File: src/rtl/axim_id_tracker_pkg.sv
// Shared types and helpers for the AXI per-ID outstanding-transaction tracker.
package axim_id_tracker_pkg;

  // Error class reported through the first-error capture port.
  typedef enum logic [1:0] {
    TRK_NONE  = 2'd0,
    TRK_UNEXP = 2'd1,
    TRK_OVF   = 2'd2,
    TRK_TMO   = 2'd3
  } trk_err_e;

  // Initiator ID of the vector extension unit.
  localparam logic [3:0] AMBAID4_VEXD = 4'd4;

  // Error code of one ID's new errors; UNEXP beats OVF beats TMO.
  function automatic trk_err_e trk_code(input logic unexp, input logic ovf, input logic tmo);
    trk_err_e code;
    if (unexp) begin
      code = TRK_UNEXP;
    end else if (ovf) begin
      code = TRK_OVF;
    end else if (tmo) begin
      code = TRK_TMO;
    end else begin
      code = TRK_NONE;
    end
    return code;
  endfunction

endpackage

File: src/rtl/axim_id_slot.sv
// One tracked ID: saturating outstanding counter, no-response watchdog and
// three sticky error flags. new_*_o flag the cycle an error event occurs.
module axim_id_slot
  import axim_id_tracker_pkg::*;
#(
  parameter int CNT_W       = 6,
  parameter int TMO_W       = 16,
  parameter int TIMEOUT_CYC = 4096
) (
  input  logic aclk_i,
  input  logic aresetn_i,
  input  logic inc_i,
  input  logic dec_i,
  input  logic beat_i,
  input  logic clr_i,
  output logic busy_o,
  output logic err_unexp_o,
  output logic err_ovf_o,
  output logic err_tmo_o,
  output logic new_unexp_o,
  output logic new_ovf_o,
  output logic new_tmo_o,
  output logic err_any_d_o
);

  localparam logic [CNT_W-1:0] CNT_MAX  = {CNT_W{1'b1}};
  localparam logic [CNT_W-1:0] CNT_ZERO = {CNT_W{1'b0}};
  localparam logic [CNT_W-1:0] CNT_ONE  = {{(CNT_W-1){1'b0}}, 1'b1};
  localparam logic [TMO_W-1:0] TMO_LIM  = TMO_W'(TIMEOUT_CYC);
  localparam logic [TMO_W-1:0] TMO_ZERO = {TMO_W{1'b0}};
  localparam logic [TMO_W-1:0] TMO_ONE  = {{(TMO_W-1){1'b0}}, 1'b1};
  localparam bit               TMO_EN   = (TIMEOUT_CYC != 0);

  logic [CNT_W-1:0] cnt_q, cnt_d;
  logic [TMO_W-1:0] tmr_q, tmr_d;
  logic             err_unexp_q, err_unexp_d;
  logic             err_ovf_q, err_ovf_d;
  logic             err_tmo_q, err_tmo_d;
  logic             new_unexp_s, new_ovf_s, new_tmo_s;

  // Outstanding count: simultaneous inc/dec cancel, otherwise saturate at both ends.
  always_comb begin
    cnt_d       = cnt_q;
    new_unexp_s = 1'b0;
    new_ovf_s   = 1'b0;
    if (inc_i && !dec_i) begin
      if (cnt_q == CNT_MAX) begin
        new_ovf_s = 1'b1;
      end else begin
        cnt_d = cnt_q + CNT_ONE;
      end
    end else if (dec_i && !inc_i) begin
      if (cnt_q == CNT_ZERO) begin
        new_unexp_s = 1'b1;
      end else begin
        cnt_d = cnt_q - CNT_ONE;
      end
    end else begin
      cnt_d = cnt_q;
    end
  end

  // Watchdog: restarts on any beat or when idle, counts up while busy and parks at the limit.
  always_comb begin
    tmr_d     = tmr_q;
    new_tmo_s = 1'b0;
    if (!TMO_EN || beat_i || (cnt_q == CNT_ZERO)) begin
      tmr_d = TMO_ZERO;
    end else if (tmr_q != TMO_LIM) begin
      tmr_d     = tmr_q + TMO_ONE;
      new_tmo_s = ((tmr_q + TMO_ONE) == TMO_LIM);
    end else begin
      tmr_d = tmr_q;
    end
  end

  // Sticky flags: a new error in the clear cycle keeps its bit set.
  always_comb begin
    err_unexp_d = new_unexp_s | (err_unexp_q & ~clr_i);
    err_ovf_d   = new_ovf_s   | (err_ovf_q   & ~clr_i);
    err_tmo_d   = new_tmo_s   | (err_tmo_q   & ~clr_i);
  end

  // Slot state registers.
  always_ff @(posedge aclk_i or negedge aresetn_i) begin
    if (!aresetn_i) begin
      cnt_q       <= CNT_ZERO;
      tmr_q       <= TMO_ZERO;
      err_unexp_q <= 1'b0;
      err_ovf_q   <= 1'b0;
      err_tmo_q   <= 1'b0;
    end else begin
      cnt_q       <= cnt_d;
      tmr_q       <= tmr_d;
      err_unexp_q <= err_unexp_d;
      err_ovf_q   <= err_ovf_d;
      err_tmo_q   <= err_tmo_d;
    end
  end

  assign busy_o      = (cnt_q != CNT_ZERO);
  assign err_unexp_o = err_unexp_q;
  assign err_ovf_o   = err_ovf_q;
  assign err_tmo_o   = err_tmo_q;
  assign new_unexp_o = new_unexp_s;
  assign new_ovf_o   = new_ovf_s;
  assign new_tmo_o   = new_tmo_s;
  assign err_any_d_o = err_unexp_d | err_ovf_d | err_tmo_d;

endmodule

File: src/rtl/axim_id_tracker.sv
// Passive AXI request/response snooper: per-ID outstanding tracking, sticky
// protocol-fault flags, first-error capture and a maskable interrupt.
module axim_id_tracker
  import axim_id_tracker_pkg::*;
#(
  parameter int ID_W        = 4,
  parameter int CNT_W       = 6,
  parameter int TMO_W       = 16,
  parameter int TIMEOUT_CYC = 4096
) (
  input  logic                   aclk,
  input  logic                   aresetn,
  input  logic                   req_valid,
  input  logic                   req_ready,
  input  logic [ID_W-1:0]        req_id,
  input  logic                   rsp_valid,
  input  logic                   rsp_ready,
  input  logic [ID_W-1:0]        rsp_id,
  input  logic                   rsp_last,
  input  logic                   err_clr,
  input  logic [(1<<ID_W)-1:0]   err_clr_ids,
  input  logic [(1<<ID_W)-1:0]   irq_mask,
  output logic [(1<<ID_W)-1:0]   busy,
  output logic                   idle,
  output logic [(1<<ID_W)-1:0]   err_unexp,
  output logic [(1<<ID_W)-1:0]   err_ovf,
  output logic [(1<<ID_W)-1:0]   err_tmo,
  output logic                   err_first_vld,
  output logic [ID_W-1:0]        err_first_id,
  output logic [1:0]             err_first_code,
  output logic                   irq
);

  localparam int NID = 1 << ID_W;

  logic [NID-1:0] inc_s, dec_s, beat_s, clr_s;
  logic [NID-1:0] new_unexp_s, new_ovf_s, new_tmo_s, err_any_d_s;
  logic           req_hs_s, rsp_hs_s;

  logic           hit_s;
  logic [ID_W-1:0] hit_id_s;
  trk_err_e       hit_code_s;

  logic           first_vld_q, first_vld_d;
  logic [ID_W-1:0] first_id_q, first_id_d;
  trk_err_e       first_code_q, first_code_d;
  logic           irq_q, irq_d;

  assign req_hs_s = req_valid & req_ready;
  assign rsp_hs_s = rsp_valid & rsp_ready;

  // Decode handshakes into one-hot per-ID events.
  always_comb begin
    inc_s  = {NID{1'b0}};
    beat_s = {NID{1'b0}};
    dec_s  = {NID{1'b0}};
    clr_s  = {NID{1'b0}};
    for (int i = 0; i < NID; i++) begin
      inc_s[i]  = req_hs_s & (req_id == ID_W'(i));
      beat_s[i] = rsp_hs_s & (rsp_id == ID_W'(i));
      dec_s[i]  = beat_s[i] & rsp_last;
      clr_s[i]  = err_clr & err_clr_ids[i];
    end
  end

  for (genvar g = 0; g < NID; g++) begin : g_slot
    axim_id_slot #(
      .CNT_W       (CNT_W),
      .TMO_W       (TMO_W),
      .TIMEOUT_CYC (TIMEOUT_CYC)
    ) u_slot (
      .aclk_i      (aclk),
      .aresetn_i   (aresetn),
      .inc_i       (inc_s[g]),
      .dec_i       (dec_s[g]),
      .beat_i      (beat_s[g]),
      .clr_i       (clr_s[g]),
      .busy_o      (busy[g]),
      .err_unexp_o (err_unexp[g]),
      .err_ovf_o   (err_ovf[g]),
      .err_tmo_o   (err_tmo[g]),
      .new_unexp_o (new_unexp_s[g]),
      .new_ovf_o   (new_ovf_s[g]),
      .new_tmo_o   (new_tmo_s[g]),
      .err_any_d_o (err_any_d_s[g])
    );
  end

  // Priority encoder over this cycle's new errors: scanning downwards lets the lowest ID win.
  always_comb begin
    hit_s      = 1'b0;
    hit_id_s   = {ID_W{1'b0}};
    hit_code_s = TRK_NONE;
    for (int i = NID - 1; i >= 0; i--) begin
      if (new_unexp_s[i] | new_ovf_s[i] | new_tmo_s[i]) begin
        hit_s      = 1'b1;
        hit_id_s   = ID_W'(i);
        hit_code_s = trk_code(new_unexp_s[i], new_ovf_s[i], new_tmo_s[i]);
      end else begin
        hit_s = hit_s;
      end
    end
  end

  // First-error capture: armed when empty or on err_clr; err_clr without a new error re-arms it.
  always_comb begin
    first_vld_d  = first_vld_q;
    first_id_d   = first_id_q;
    first_code_d = first_code_q;
    if ((!first_vld_q || err_clr) && hit_s) begin
      first_vld_d  = 1'b1;
      first_id_d   = hit_id_s;
      first_code_d = hit_code_s;
    end else if (err_clr) begin
      first_vld_d  = 1'b0;
      first_id_d   = {ID_W{1'b0}};
      first_code_d = TRK_NONE;
    end else begin
      first_vld_d  = first_vld_q;
    end
  end

  // Interrupt follows the sticky flags as they will be after this edge, gated by the mask.
  always_comb begin
    irq_d = |(err_any_d_s & irq_mask);
  end

  // Capture and interrupt registers.
  always_ff @(posedge aclk or negedge aresetn) begin
    if (!aresetn) begin
      first_vld_q  <= 1'b0;
      first_id_q   <= {ID_W{1'b0}};
      first_code_q <= TRK_NONE;
      irq_q        <= 1'b0;
    end else begin
      first_vld_q  <= first_vld_d;
      first_id_q   <= first_id_d;
      first_code_q <= first_code_d;
      irq_q        <= irq_d;
    end
  end

  assign idle           = ~|busy;
  assign err_first_vld  = first_vld_q;
  assign err_first_id   = first_id_q;
  assign err_first_code = first_code_q;
  assign irq            = irq_q;

endmodule

File: config.mk
export PLATFORM = sky130hd
export DESIGN_NAME = axim_id_tracker
export DESIGN_NICKNAME = d
export VERILOG_FILES = /design/src/rtl/axim_id_tracker_pkg.sv /design/src/rtl/axim_id_slot.sv /design/src/rtl/axim_id_tracker.sv
export SDC_FILE = /design/constraint.sdc
export NUM_CORES = 1
export LEC_CHECK = 0
export BUFFER_PORTS_ARGS = -buffer_cell sky130_fd_sc_hd__buf_4
export CAP_MARGIN = 30
export CORE_MARGIN = 1
export CORE_UTILIZATION = 65
export CTS_BUF_LIST = sky130_fd_sc_hd__clkbuf_16
export DETAILED_ROUTE_END_ITERATION = 10
export PLACE_DENSITY = 0.84
export SLEW_MARGIN = 20
export SYNTH_ARGS = -nofsm -noshare
export SYNTH_HDL_FRONTEND = slang
export SYNTH_SLANG_ARGS = --single-unit
File: constraint.sdc
create_clock -name aclk -period 7.81 [get_ports aclk]
set_input_delay 1.562 -clock aclk [delete_from_list [all_inputs] [get_ports aclk]]
set_output_delay 1.562 -clock aclk [all_outputs]
set_load 0.02 [all_outputs]
Word-level counts from Yosys, hierarchy flattened

Index checks and enable logic that the tools add are counted.

Add/subtract/negate cells: 48
Multipliers: 0
Div/mod/pow operators: 0
Bitwise logic cells: 243
Muxes and demuxes: 310
Reductions and logical operators: 169
Magnitude comparators: 0
Shifts and indexed selects: 0
Equality and inequality tests: 110

Operators by type and width:

| operator                                               | count |
|---|---|
| two-way mux 16 bit                                     | 32 |
| two-way mux 6 bit                                      | 64 |
| adder 16 x 1 -> 16 bit (second input constant)         | 16 |
| equality test 16 x 13 -> 1 bit (second input constant) | 16 |
| != test 16 x 13 -> 1 bit (second input constant)       | 16 |
| two-way mux 2 bit                                      | 66 |
| two-way mux 1 bit                                      | 130 |
| bitwise AND 1 bit                                      | 114 |
| OR 1 bit                                               | 112 |
| adder 6 x 1 -> 6 bit (second input constant)           | 16 |
| equality test 6 bit (second input constant)            | 16 |
| logical NOT 6 bit                                      | 16 |
| nonzero test 6 bit                                     | 16 |
| subtractor 6 x 1 -> 6 bit (second input constant)      | 16 |
| two-way mux 4 bit                                      | 18 |
| nonzero test 2 bit                                     | 33 |
| equality test 4 bit (second input constant)            | 16 |
| AND reduction 3 bit                                    | 16 |
| logical NOT 1 bit                                      | 34 |
| logical AND 1 bit                                      | 33 |
| equality test 4 x 3 -> 1 bit (second input constant)   | 8 |
| != test 2 x 1 -> 1 bit (second input constant)         | 16 |
| != test 2 bit (second input constant)                  | 16 |
| OR reduction 16 bit                                    | 2 |
| 6 further kinds                                        | 42 |

Memory bits (read-only): 0
Output and inout port bits: 73
Register bits: 408
Memories: 0
Latch bits: 0
Memory bits (writable): 0
Logic and storage cells: 964
Input bits: 48

Logic depth before layout (Yosys ltp)

Depth in word-level cells: 26
Mapped depth: 13
Mapped depth without buffers: 12

Cells and area by module

From an unflattened synthesis, not the netlist that was laid out.

Cells, all modules: 3064
Area total of the unflattened synthesis: 28833.9 sq um

By module, submodules not included:

| module                              | area each (sq um) | sequential area each (sq um) | times used | cells an instance |
|---|---|---|---|---|
| axim_id_slot (g_slot[0].u_slot ...) | 1759.2            | 625.6                        | 10         | 180 |
| axim_id_slot (g_slot[1].u_slot ...) | 1612.8            | 625.6                        | 4          | 171 |
| axim_id_tracker                     | 1616.6            | 200.2                        | 1          | 243 |
| axim_id_slot (g_slot[15].u_slot)    | 1611.5            | 625.6                        | 1          | 172 |
| axim_id_slot (g_slot[9].u_slot)     | 1562.7            | 625.6                        | 1          | 165 |

Worst setup path after synthesis

No wires, ideal clock.

Path type: input -> register
Start point: input port rsp_id[2]
End point: register first_code_q[1] (netlist: err_first_code[1])
Arrival: 4170 ps
Library setup time: 124 ps
Path buffers: 2
Stages on the path: 11
Setup slack: 3516 ps
Cells stage by stage: clkbuf_1 -> or3b_2 -> nor2_1 -> or2_2 -> clkbuf_1 -> nor3_1 -> or4b_1 -> a2111oi_0 -> a311o_1 -> nor3_1 -> or2_1

Word-level cells in the longest chain between the ends: 26
Elaborated cells between the ends (all ways): 291
Classes of those cells: eq/ne: 15; mux: 145; bitwise: 64; reduce/logical: 67

Ends and longest elaborated chain:

| element                                                 | RTL line                               | text |
|---|---|---|
| from (decl)                                             | axim_id_tracker.sv:18                  | `input logic [ID_W-1:0] rsp_id,` |
| equality test 4 bit                                     | axim_id_tracker.sv:60                  | `beat_s[i] = rsp_hs_s & (rsp_id == ID_W'(i));` |
| bitwise AND 1 bit                                       | axim_id_tracker.sv:60                  |  |
| bitwise AND 1 bit                                       | axim_id_tracker.sv:61                  | `dec_s[i] = beat_s[i] & rsp_last;` |
| logical AND 1 bit or logical NOT 1 bit (tied branches)  | axim_id_slot.sv:52, axim_id_slot.sv:46 |  |
| two-way mux 1 bit or logical AND 1 bit (tied branches)  | axim_id_slot.sv:52, axim_id_slot.sv:46 |  |
| two-way mux 1 bit                                       | axim_id_slot.sv:46                     | `if (inc_i && !dec_i) begin` |
| OR 1 bit (2 in series)                                  | axim_id_tracker.sv:95                  | `if (new_unexp_s[i] \| new_ovf_s[i] \| new_tmo_s[i]) begin` |
| two-way mux 1 bit (16 in series)                        | axim_id_tracker.sv:95                  |  |
| logical AND 1 bit                                       | axim_id_tracker.sv:110                 | `if ((!first_vld_q \|\| err_clr) && hit_s) begin` |
| two-way mux 2 bit or nonzero test 2 bit (tied branches) | -                                      |  |
| to (signal assigned)                                    | axim_id_tracker.sv:138                 | `first_code_q <= first_code_d;` |
| to (decl)                                               | axim_id_tracker.sv:46                  | `trk_err_e first_code_q, first_code_d;` |

Parallel ways exist; a longest one is shown, timed or not.
A chain may end at the register's enable or synchronous reset.

Worst setup path in the final report

Start point: register g_slot[6].u_slot.cnt_q[0]
End point: output port idle

Word-level cells in the longest chain between the ends: 3

Ends and longest elaborated chain:

| element                | RTL line               | text |
|---|---|---|
| from (decl)            | axim_id_slot.sv:34     | `logic [CNT_W-1:0] cnt_q, cnt_d;` |
| from (signal assigned) | axim_id_slot.sv:93     | `cnt_q <= cnt_d;` |
| nonzero test 6 bit     | axim_id_slot.sv:101    | `assign busy_o = (cnt_q != CNT_ZERO);` |
| OR reduction 16 bit    | axim_id_tracker.sv:143 | `assign idle = ~\|busy;` |
| logical NOT 1 bit      | axim_id_tracker.sv:143 |  |
| to (decl)              | axim_id_tracker.sv:24  | `output logic idle,` |

No other way between the ends.

==> impl_metrics.toml <==
[sta]
drv_slew = 0
relSlewSlack_pct = 30.4
period_minus_slack_ns = 4.64
fin_skew_ns = 0.0177
setup-tns-final_ns = 0
finalCritPeriodShare_pct = 59.4
fmax_mhz = 216
worst_pin_slew_ns = 1.04
rsz0062_at_grt = "no"
setup_viol = 0
hold_viol = 0

[synthesis]
synth.largest_area_cell = "dfrtp_1"
netlist_area_um2 = 27100
syn_avg_cell_area_um2 = 8.79
seq_area_frac_synth_pct = 37.6
async_flop_share_pct = 100
synthTopCellsByArea = "dfrtp_1, xnor2_1, nor2_1, ha_1, xor2_1"
syn_inst = 3085
ys_dominant_reg_cell = "dfrtp_1"
synth-edff-count = 0
ys_warn_count = 0
ys_types = 101
syn_nets = 3258
ys_ff_latch = 408
synth_top_area_share_pct = 37.6

[clock_tree]
clockBufferDepth = 3
cts.clk_slew.worst_paths_ns = 0.06
clkLatencyLatePin_ns = 0.58
cts_tree = "done"
numCtsBuffers = 45
post_cts_buffers = 0
ctsHoldBuffers = 0
htree_levels = 2
cts_resized = 0
clock_sinks = 408
cts-root-buf = "clkbuf_16"

[floorplan]
dieHeight_um = 206
io_pins = 121
die_w_um = 206
rows = 74
core_um2 = 41000
start_util_pct = 66.1
die-area_um2 = 42600

[worst_setup_path]
cp-start-kind = "flop"
endpoint_kind = "output port"
critPathKind = "flop to output port"
path_max_fanout = 5
required_ns = 6.25
crit_arrival_ns = 3.08

[layout]
layout-drive-gt1-share_pct = 9.01
multiInputGateArea_um2 = 15600
fin_nets = 3237
fillerInstances = 3076
areaGrowthSynthToFinish_pct = 7.68
seq_area_um2 = 10200
fin_area_um2 = 29200
antennaDiodeCount = 0
fin_cells = 3630

[power]
p_seq_share_pct = 39.7
vdd.ir_drop.worst_mv = 0.261
pwr-share-clk_pct = 25.5
p_leak_nw = 13.0
p_per_area_nw_per_um2 = 287
switching_share_pct = 38.9
netSwitchingPower_mw = 3.26
combPwrFrac_pct = 34.8
intPower_mw = 5.12

[drt]
ant_nets = 0
detail_route.first_pass.iterations = 9
initialDrtViolationCount = 2365
via_per_inst = 6.41
vias = 23300
wirelength_um = 70000
wire_per_inst_um = 19.3
remaining_drc_errors = 16

[placed_design]
dp_hpwl_um = 51000
place.gp.congestion = 0.979
dpl-instance-area_um2 = 27700
placed_cells = 3547
port_buffers = 120

[global_route]
antenna_found_initial = 1
grt_max_degree = 165
grt_pass1_wl_um = 113000
grt_overflow = 0
grt_pass1_vias = 21900
grt_use_total_pct = 33.1

[outcome]
outcome = "complete, but fails checks"
violations = "DRC"

[run]
max-cap-violations = 0

[worst_hold_path]
hold_class = "flop to flop"
## worst paths after layout
kind / start / to / slack [ns] / depth (start not counted)
max in group asynchronous: aresetn / g_slot[15].u_slot.cnt_q[2]$_DFFE_PN0P_ / 5.32 / 2
hold reg to reg: g_slot[1].u_slot.cnt_q[5]$_DFFE_PN0P_ / g_slot[1].u_slot.cnt_q[5]$_DFFE_PN0P_ / 0.50 / 1
setup / recovery: g_slot[6].u_slot.cnt_q[0]$_DFFE_PN0P_ / idle / 3.17 / 5
min in group asynchronous: aresetn / g_slot[10].u_slot.tmr_q[9]$_DFFE_PN0P_ / 1.06 / 1
setup reg to reg: g_slot[7].u_slot.tmr_q[6]$_DFFE_PN0P_ / irq$_DFF_PN0_ / 3.99 / 9
hold / removal: g_slot[1].u_slot.cnt_q[5]$_DFFE_PN0P_ / g_slot[1].u_slot.cnt_q[5]$_DFFE_PN0P_ / 0.50 / 1
## power groups by stage
| stage | Combinational, mW | Clock (mW) | Sequential, mW |
|---|---|---|---|
| after floorplan | 2.44 | 0 | 3.02 |
| after global placement | 2.67 | 0 | 3.28 |
| after detailed placement | 2.84 | 0 | 3.32 |
| after CTS | 2.89 | 2.17 | 3.30 |
| after global routing | 3.27 | 2.26 | 3.41 |
| final | 2.91 | 2.14 | 3.33 |
## per-stage QoR
| step | utilization [%] | setup slack (ns) | power, mW | hold slack [ns] |
|---|---|---|---|---|
| global route | 71.2 | 3.07 | 8.93 | 0.511 |
| CTS | 71.2 | 3.19 | 8.36 | 0.495 |
| global placement | 67.6 | 2.87 | 5.95 | 0.477 |
| finish | 71.2 | 3.17 | 8.38 | 0.501 |
| detailed placement | 67.6 | 2.76 | 6.16 | 0.485 |
| floorplan | - | 3.52 | 5.46 | 0.460 |
## metal layers
| metal | share of wire (%) | up-vias | global-route usage [%] | routed length [µm] |
|---|---|---|---|---|
| li1 | - | 10900 | - | - |
| met1 | 41 | 11300 | 44.1 | 28900 |
| met2 | 46 | 934 | 52.8 | 32400 |
| met3 | 8.4 | 168 | 6.56 | 5850 |
| met4 | 4.1 | 0 | 13.8 | 2860 |
| met5 | 0 | - | 0 | 0 |
## layout by cell type, fill, tap and decap left out, types with 25 or more instances in the layout
master,n
xor2_1,127
nor2b_1,25
and3_1,49
nor4_1,79
ha_1,109
or3_1,41
o31ai_1,25
clkbuf_16,45
and2_1,25
nand4_1,126
o21ai_0,76
nand2b_1,33
a21oi_1,126
buf_4,122
a21o_1,53
inv_1,83
nor2_1,414
nand3_1,125
mux2_2,30
dfrtp_1,408
xnor2_1,203
and4_1,30
nand2_1,286
nor3_1,73
## cell type report
type	instances	area share, %
Multi-Input combinational cell	2404	53.4
Sequential cell	408	35.0
Clock buffer	45	3.86
Timing Repair Buffer	125	3.32
Tap cell	532	2.28
Clock inverter	36	1.13
Inverter	80	1.03
## Yosys cell counts (all sizes together), types with 83 or more instances
| master | instances |
|---|---|
| nand3 | 126 |
| buf | 95 |
| nand2 | 286 |
| nor4 | 83 |
| o21ai | 84 |
| clkbuf | 98 |
| xnor2 | 203 |
| dfrtp | 408 |
| nand4 | 126 |
| xor2 | 127 |
| ha | 109 |
| a21oi | 126 |
| nor2 | 415 |
## registers in the layout, indices dropped and copies added, names as in the netlist
register	flops
g_slot.u_slot.tmr_q	256
g_slot.u_slot.cnt_q	96
g_slot.u_slot.err_ovf_o	16
g_slot.u_slot.err_tmo_o	16
g_slot.u_slot.err_unexp_o	16
err_first_id	4
err_first_code	2
err_first_vld	1
irq	1
## worst max-delay path, stage by stage (launching register included)
cell and delay [ns]:
dfrtp_1 0.45, nor4_1 0.46, nand2_1 0.28, nor4_1 0.71, and4_1 0.43, buf_4 0.18
## cells by family (layout without fill, tap and decap cells)
group	count (synthesis)	after routing	synth area share [%]
AOI/OAI and AO/OA	454	454	11.2
xor gates and xnor gates	330	330	10.7
adders and majority gates	125	125	6.21
and+or+nand+nor	1444	1444	27.4
DFF	408	408	37.6
buffers and inverters	273	286	4.83
muxes	51	51	2.04
Note: power is estimated with default switching activity, not from simulation.
